===== src/rtl/memory_access_stage.sv =====
// memory_access_stage: executes loads/stores on the data-memory req/ack bus and
// registers the commit bundle for the writeback stage.
// Ports:
//   i_clk, i_rst_n              clock, asynchronous active-low reset
//   i_ex_* / o_ex_ready         instruction from execute (valid/ready handshake)
//   o_dmem_* / i_dmem_*         data-memory request/acknowledge bus
//   o_wb_* / o_wb_valid         registered commit bundle; tags and psr_updated
//                               are 0 whenever o_wb_valid is 0
//   o_mem_fault                 one-cycle pulse on misaligned access or bus error
module memory_access_stage #(
    parameter int TAG_W  = 4,
    parameter int WORD_W = 32
) (
    input  logic                  i_clk,
    input  logic                  i_rst_n,
    input  logic                  i_ex_valid,
    output logic                  o_ex_ready,
    input  logic [TAG_W-1:0]      i_ex_result_tag,
    input  logic [WORD_W-1:0]     i_ex_result_value,
    input  logic [TAG_W-1:0]      i_ex_autoinc_tag,
    input  logic [WORD_W-1:0]     i_ex_autoinc_value,
    input  logic [3:0]            i_ex_psr_value,
    input  logic                  i_ex_psr_updated,
    input  logic [1:0]            i_ex_mem_op,
    input  logic [1:0]            i_ex_mem_size,
    input  logic                  i_ex_mem_signed,
    input  logic [WORD_W-1:0]     i_ex_store_data,
    output logic                  o_dmem_req,
    output logic                  o_dmem_write,
    output logic [WORD_W-1:0]     o_dmem_addr,
    output logic [WORD_W-1:0]     o_dmem_wdata,
    output logic [WORD_W/8-1:0]   o_dmem_byte_en,
    input  logic                  i_dmem_ack,
    input  logic [WORD_W-1:0]     i_dmem_rdata,
    input  logic                  i_dmem_err,
    output logic [TAG_W-1:0]      o_wb_result_tag,
    output logic [WORD_W-1:0]     o_wb_result_value,
    output logic [TAG_W-1:0]      o_wb_autoinc_tag,
    output logic [WORD_W-1:0]     o_wb_autoinc_value,
    output logic [3:0]            o_wb_psr_value,
    output logic                  o_wb_psr_updated,
    output logic                  o_wb_valid,
    output logic                  o_mem_fault
);
    localparam int BE_W = WORD_W / 8;
    typedef enum logic {IDLE, ACCESS} state_t;
    state_t              r_state;
    logic                r_dmem_write;
    logic [WORD_W-1:0]   r_dmem_addr;
    logic [WORD_W-1:0]   r_dmem_wdata;
    logic [BE_W-1:0]     r_dmem_be;
    logic [1:0]          r_lane;
    logic [1:0]          r_size;
    logic                r_signed;
    logic [TAG_W-1:0]    r_res_tag;
    logic [TAG_W-1:0]    r_ai_tag;
    logic [WORD_W-1:0]   r_ai_val;
    logic [3:0]          r_psr_val;
    logic                r_psr_upd;
    logic [TAG_W-1:0]    r_wb_res_tag;
    logic [WORD_W-1:0]   r_wb_res_val;
    logic [TAG_W-1:0]    r_wb_ai_tag;
    logic [WORD_W-1:0]   r_wb_ai_val;
    logic [3:0]          r_wb_psr_val;
    logic                r_wb_psr_upd;
    logic                r_wb_valid;
    logic                r_fault;
    logic                w_load;
    logic                w_store;
    logic                w_misal;
    logic [BE_W-1:0]     w_be;
    logic [WORD_W-1:0]   w_wdata;
    logic [7:0]          w_byte;
    logic [15:0]         w_half;
    logic [WORD_W-1:0]   w_load_val;
    always_comb begin
        w_load     = i_ex_mem_op == 2'b01;
        w_store    = i_ex_mem_op == 2'b10;
        // Reserved size 11 behaves as word.
        w_misal    = i_ex_mem_size == 2'b00 ? 1'b0 :
                     i_ex_mem_size == 2'b01 ? i_ex_result_value[0] : |i_ex_result_value[1:0];
        w_be       = i_ex_mem_size == 2'b00 ? BE_W'(1) << i_ex_result_value[1:0] :
                     i_ex_mem_size == 2'b01 ? (i_ex_result_value[1] ? BE_W'(4'b1100) : BE_W'(4'b0011)) :
                     {BE_W{1'b1}};
        // Sub-word store data is replicated across lanes so the byte enables pick it out.
        w_wdata    = i_ex_mem_size == 2'b00 ? {BE_W{i_ex_store_data[7:0]}} :
                     i_ex_mem_size == 2'b01 ? {(BE_W/2){i_ex_store_data[15:0]}} : i_ex_store_data;
        w_byte     = i_dmem_rdata[{r_lane, 3'b000} +: 8];
        w_half     = i_dmem_rdata[{r_lane[1], 4'b0000} +: 16];
        w_load_val = r_size == 2'b00 ? {{(WORD_W-8){r_signed & w_byte[7]}}, w_byte} :
                     r_size == 2'b01 ? {{(WORD_W-16){r_signed & w_half[15]}}, w_half} : i_dmem_rdata;
    end
    always_ff @(posedge i_clk or negedge i_rst_n) begin
        if (!i_rst_n) begin
            r_state      <= IDLE;
            r_dmem_write <= 1'b0;
            r_dmem_addr  <= '0;
            r_dmem_wdata <= '0;
            r_dmem_be    <= '0;
            r_lane       <= '0;
            r_size       <= '0;
            r_signed     <= 1'b0;
            r_res_tag    <= '0;
            r_ai_tag     <= '0;
            r_ai_val     <= '0;
            r_psr_val    <= '0;
            r_psr_upd    <= 1'b0;
            r_wb_res_tag <= '0;
            r_wb_res_val <= '0;
            r_wb_ai_tag  <= '0;
            r_wb_ai_val  <= '0;
            r_wb_psr_val <= '0;
            r_wb_psr_upd <= 1'b0;
            r_wb_valid   <= 1'b0;
            r_fault      <= 1'b0;
        end else begin
            // Default: nothing retires, so commit tags are cleared; values are left as-is.
            r_wb_valid   <= 1'b0;
            r_fault      <= 1'b0;
            r_wb_res_tag <= '0;
            r_wb_ai_tag  <= '0;
            r_wb_psr_upd <= 1'b0;
            if (r_state == IDLE && i_ex_valid) begin
                if (!(w_load || w_store)) begin
                    r_wb_valid   <= 1'b1;
                    r_wb_res_tag <= i_ex_result_tag;
                    r_wb_res_val <= i_ex_result_value;
                    r_wb_ai_tag  <= i_ex_autoinc_tag;
                    r_wb_ai_val  <= i_ex_autoinc_value;
                    r_wb_psr_val <= i_ex_psr_value;
                    r_wb_psr_upd <= i_ex_psr_updated;
                end else if (w_misal) begin
                    r_wb_valid <= 1'b1;
                    r_fault    <= 1'b1;
                end else begin
                    r_state      <= ACCESS;
                    r_dmem_write <= w_store;
                    r_dmem_addr  <= {i_ex_result_value[WORD_W-1:2], 2'b00};
                    r_dmem_wdata <= w_wdata;
                    r_dmem_be    <= w_be;
                    r_lane       <= i_ex_result_value[1:0];
                    r_size       <= i_ex_mem_size;
                    r_signed     <= i_ex_mem_signed;
                    r_res_tag    <= w_store ? '0 : i_ex_result_tag;
                    r_ai_tag     <= i_ex_autoinc_tag;
                    r_ai_val     <= i_ex_autoinc_value;
                    r_psr_val    <= i_ex_psr_value;
                    r_psr_upd    <= i_ex_psr_updated;
                end
            end else if (r_state == ACCESS && i_dmem_ack) begin
                r_state    <= IDLE;
                r_wb_valid <= 1'b1;
                if (i_dmem_err) begin
                    r_fault <= 1'b1;
                end else begin
                    r_wb_res_tag <= r_res_tag;
                    r_wb_res_val <= w_load_val;
                    r_wb_ai_tag  <= r_ai_tag;
                    r_wb_ai_val  <= r_ai_val;
                    r_wb_psr_val <= r_psr_val;
                    r_wb_psr_upd <= r_psr_upd;
                end
            end
        end
    end
    assign o_ex_ready         = r_state == IDLE;
    assign o_dmem_req         = r_state == ACCESS;
    assign o_dmem_write       = r_dmem_write;
    assign o_dmem_addr        = r_dmem_addr;
    assign o_dmem_wdata       = r_dmem_wdata;
    assign o_dmem_byte_en     = r_dmem_be;
    assign o_wb_result_tag    = r_wb_res_tag;
    assign o_wb_result_value  = r_wb_res_val;
    assign o_wb_autoinc_tag   = r_wb_ai_tag;
    assign o_wb_autoinc_value = r_wb_ai_val;
    assign o_wb_psr_value     = r_wb_psr_val;
    assign o_wb_psr_updated   = r_wb_psr_upd;
    assign o_wb_valid         = r_wb_valid;
    assign o_mem_fault        = r_fault;
endmodule


===== config.mk =====
export PLATFORM = sky130hd
export DESIGN_NAME = memory_access_stage
export DESIGN_NICKNAME = d
export VERILOG_FILES = /design/src/rtl/memory_access_stage.sv
export SDC_FILE = /design/constraint.sdc
export NUM_CORES = 1
export LEC_CHECK = 0
export ABC_CLOCK_PERIOD_IN_PS = 2900
export CORE_ASPECT_RATIO = 1.75
export CORE_MARGIN = 2
export CORE_UTILIZATION = 50
export DETAILED_ROUTE_END_ITERATION = 16
export GPL_TIMING_DRIVEN = 0
export PLACE_DENSITY_LB_ADDON = 0.25
export SETUP_SLACK_MARGIN = 0.02
export SLEW_MARGIN = 10
export SYNTH_ARGS = -nofsm -noshare
export SYNTH_HDL_FRONTEND = slang
export SYNTH_SLANG_ARGS = --single-unit

===== constraint.sdc =====
create_clock -name i_clk -period 2.9 [get_ports i_clk]
set_input_delay 0.58 -clock i_clk [delete_from_list [all_inputs] [get_ports i_clk]]
set_output_delay 0.58 -clock i_clk [all_outputs]
set_load 0.02 [all_outputs]

==> flow_summary.json <==
{
  "rsz0062_at_grt": "no",
  "row_count": 64,
  "intPower_mw": 6.83,
  "crit_type": "input pin to flop",
  "synth_compound_area_frac": 0.112,
  "drtAntennaViolNets": 0,
  "rr_worst_depth": 6,
  "core_area_sq_mm": 0.0175,
  "ys.flop_type": "dfrtp_1",
  "synth_top_family_by_area": "simple AND/OR/NAND/NOR gates",
  "place_congestion": 0.905,
  "r2r-start": "r_size[0]$_DFFE_PN0P_",
  "die_x_um": 105,
  "setup_viol": 0,
  "p_sw_frac": 0.359,
  "cts_setup_buffers": 0,
  "synthToLayoutAreaGrowth_pct": 44.3,
  "drt_iter0_drc": 306,
  "p_sw_mw": 3.82,
  "grt_pass1_vias": 8168,
  "root_buffer": "clkbuf_16",
  "yosys.area_share.simple": 0.156,
  "antenna_found_initial": 3,
  "grtUsageTotal": 0.305,
  "cap_violations": 0,
  "drc": 0,
  "nets": 1312,
  "max_freq_ghz": 0.420,
  "fin_crit_ns": 2.38,
  "htreeDepth": 4,
  "synth_cell_types": 49,
  "io_buffer_count": 298,
  "finClkSkew_ns": 0.0111,
  "drt_wl_total_um": 28700,
  "synth.avg_cell_area_sq_um": 10.6,
  "p_seq_frac": 0.380,
  "timing.rr.end": "o_wb_result_value[4]$_DFFE_PN0P_",
  "cp_max_fo": 10,
  "whs_ns": 0.0194,
  "synthMuxAreaShare": 0.138,
  "critPathArrivalTime_ns": 2.76,
  "cts_sinks": 197,
  "synth_top_area_frac": 0.553,
  "powerDensity_mw_per_mm2": 828,
  "worstPathRequired_ns": 3.27,
  "path_clk_slew_ns": 0.08,
  "fin_crit_sh": 0.822,
  "cts_resized": 0,
  "async_reset_ff_frac": 1.00,
  "wl_per_cell_um": 20.4,
  "die-area_sq_mm": 0.0190,
  "cp-end-kind": "flop",
  "place_inst": 1372,
  "yosysTopAreaCell": "dfrtp_1",
  "ys_ff_latch": 197,
  "start_util": 0.511,
  "grt_max_degree": 84,
  "min_path_type": "input pin to asynchronous set/reset pin",
  "num_io_pins": 301,
  "clockPowerShare": 0.228,
  "synth-edff-count": 0,
  "cts_tree": "done",
  "gr-total-overflow": 0,
  "r2r_slack_ns": 0.82,
  "cts_buffers": 17,
  "die_y_um": 181,
  "synth_area_sq_mm": 0.00892,
  "drive_above_1_share": 0.121,
  "slew_violations": 0,
  "critPathLaunchType": "input pin",
  "yosysWarningCount": 0,
  "holdBufCountCts": 0,
  "synth_commonest_cells": "dfrtp_1 (197), nand2_1 (155), nor2_1 (61)",
  "drt-pass1-iter-count": 6,
  "routed_via_density": 5.63,
  "synthAdderAreaFrac": 0.00140,
  "vias": 7927,
  "layoutNonFillerInstCount": 1407,
  "finalHoldViolations": 0,
  "ctsLongestPathBuffers": 2,
  "yosys-top-cells-area": "dfrtp_1 (55%), mux2_2 (6.6%), nand2_1 (6.5%)",
  "worst_pin_slew_ns": 0.865,
  "synth_xor_xnor_area_share": 0,
  "synth_most_common_cell": "dfrtp_1",
  "syn_inst": 840,
  "dp_hpwl_um": 21600,
  "power_mw": 10.6,
  "clk_latency_ns": 0.45,
  "status": "finished clean",
  "seq_area_frac_synth": 0.553,
  "leakage_nw": 5.48,
  "grt_pass1_wl_um": 44600,
  "combPwrFrac": 0.392,
  "ir_drop_mv": 0.508,
  "slew_headroom": 0.422
}
## power by group through the flow
| stage | Sequential, mW | Combinational (mW) | Clock [mW] |
|---|---|---|---|
| 2_1_floorplan | 4.80 | 1.34 | 0 |
| 3_3_place_gp | 4.05 | 4.08 | 0 |
| 3_5_place_dp | 4.08 | 4.16 | 0 |
| 4_1_cts | 4.04 | 4.18 | 2.45 |
| 5_1_grt | 4.14 | 4.44 | 2.56 |
| 6_report | 4.04 | 4.18 | 2.43 |
## worst max-delay path, cell delays in order
cell and delay, ns:
clkdlybuf4s50_1 0.46, inv_1 0.06, ha_1 0.33, and3b_1 0.18
buf_2 0.20, nor2_2 0.21, clkbuf_1 0.46, nand2_1 0.13
nand4_1 0.12
## how the worst max path moves through the flow
stage                              start                                  to  slack, ns  depth (start not counted)
final                     i_ex_mem_op[0]   o_wb_result_value[30]$_DFFE_PN0P_       0.52                          9
after global routing      i_ex_mem_op[0]   o_wb_result_value[30]$_DFFE_PN0P_       0.32                          9
after CTS                 i_ex_mem_op[0]   o_wb_result_value[30]$_DFFE_PN0P_       0.54                          9
after detailed placement  i_ex_mem_op[0]   o_wb_result_value[30]$_DFFE_PN0P_       0.08                          9
after global placement           i_rst_n   o_wb_autoinc_value[3]$_DFFE_PN0P_      -7.04                          1
after floorplan           i_ex_mem_op[0]  o_wb_autoinc_value[21]$_DFFE_PN0P_       0.94                          9
## per-stage QoR
stage	instance area, sq um	setup WS (ns)	utilization	TNS (ns)
2_1_floorplan	8920	0.943	-	0
3_3_place_gp	12200	-7.04	0.699	-1382.35
3_5_place_dp	12300	0.0831	0.702	0
4_1_cts	12900	0.536	0.737	0
5_1_grt	12900	0.316	0.737	0
6_report	12900	0.517	0.737	0
## per-layer routing
layer	share of wire	vias to the layer above	global-route usage
met4	0.038	0	0.134
met3	0.062	64	0.0606
met2	0.54	361	0.558
met5	0	-	0
met1	0.36	3898	0.338
li1	-	3604	-
## kinds of logic (layout without fill, tap and decap cells)
family | count (synthesis) | after routing
DFF | 197 | 197
and+or+nand+nor | 309 | 309
adders and majority gates | 1 | 1
AOI/OAI and AO/OA | 151 | 151
muxes | 110 | 110
buffers and inverters | 71 | 403
other | 1 | 5
## cells in the final DEF (no fill, tap or decap), types with 4 or more instances in the layout
master,synthesis,routed
nand2_1,155,155
o21bai_1,7,7
nand3_1,24,24
a211oi_1,8,8
nand3b_1,7,7
inv_1,4,4
buf_4,7,7
or4_1,7,7
mux2i_1,24,24
clkbuf_1,26,26
clkdlybuf4s50_1,0,297
buf_2,29,29
mux2_2,52,52
dfrtp_1,197,197
a22oi_1,7,7
nor2_1,61,61
nor3_1,8,8
nand4_1,16,16
o221a_2,7,7
mux2_1,32,32
o2111ai_1,7,7
a22o_1,9,9
clkbuf_16,0,17
o21ai_0,34,34
a31oi_1,36,36
a21oi_1,27,27
inv_6,0,5
nand2b_1,19,19
## flip-flops by register name, summed over array words and instances (netlist names)
signal and cells:
r_psr_val 4, o_wb_valid 1, o_wb_psr_value 4, o_dmem_addr 30
o_wb_result_tag 4, r_res_tag 4, o_wb_psr_updated 1, r_ai_tag 4
o_dmem_req 1, r_ai_val 32, o_wb_result_value 32, r_lane 2
r_signed 1, o_dmem_byte_en 4, o_dmem_wdata 32, r_size 2
r_psr_upd 1, o_mem_fault 1, o_wb_autoinc_tag 4, o_wb_autoinc_value 32
o_dmem_write 1
## final cells by class
class | instances | area [sq um]
Tap cell | 231 | 289
Sequential cell | 197 | 4930
Inverter | 4 | 15.0
Antenna cell | 3 | 7.51
Buffer | 67 | 338
Clock inverter | 15 | 180
Multi-Input combinational cell | 573 | 3640
Timing Repair Buffer | 300 | 3040
Clock buffer | 17 | 425
Fill cell | 1283 | 4590
(Power assumes the default switching activity.)
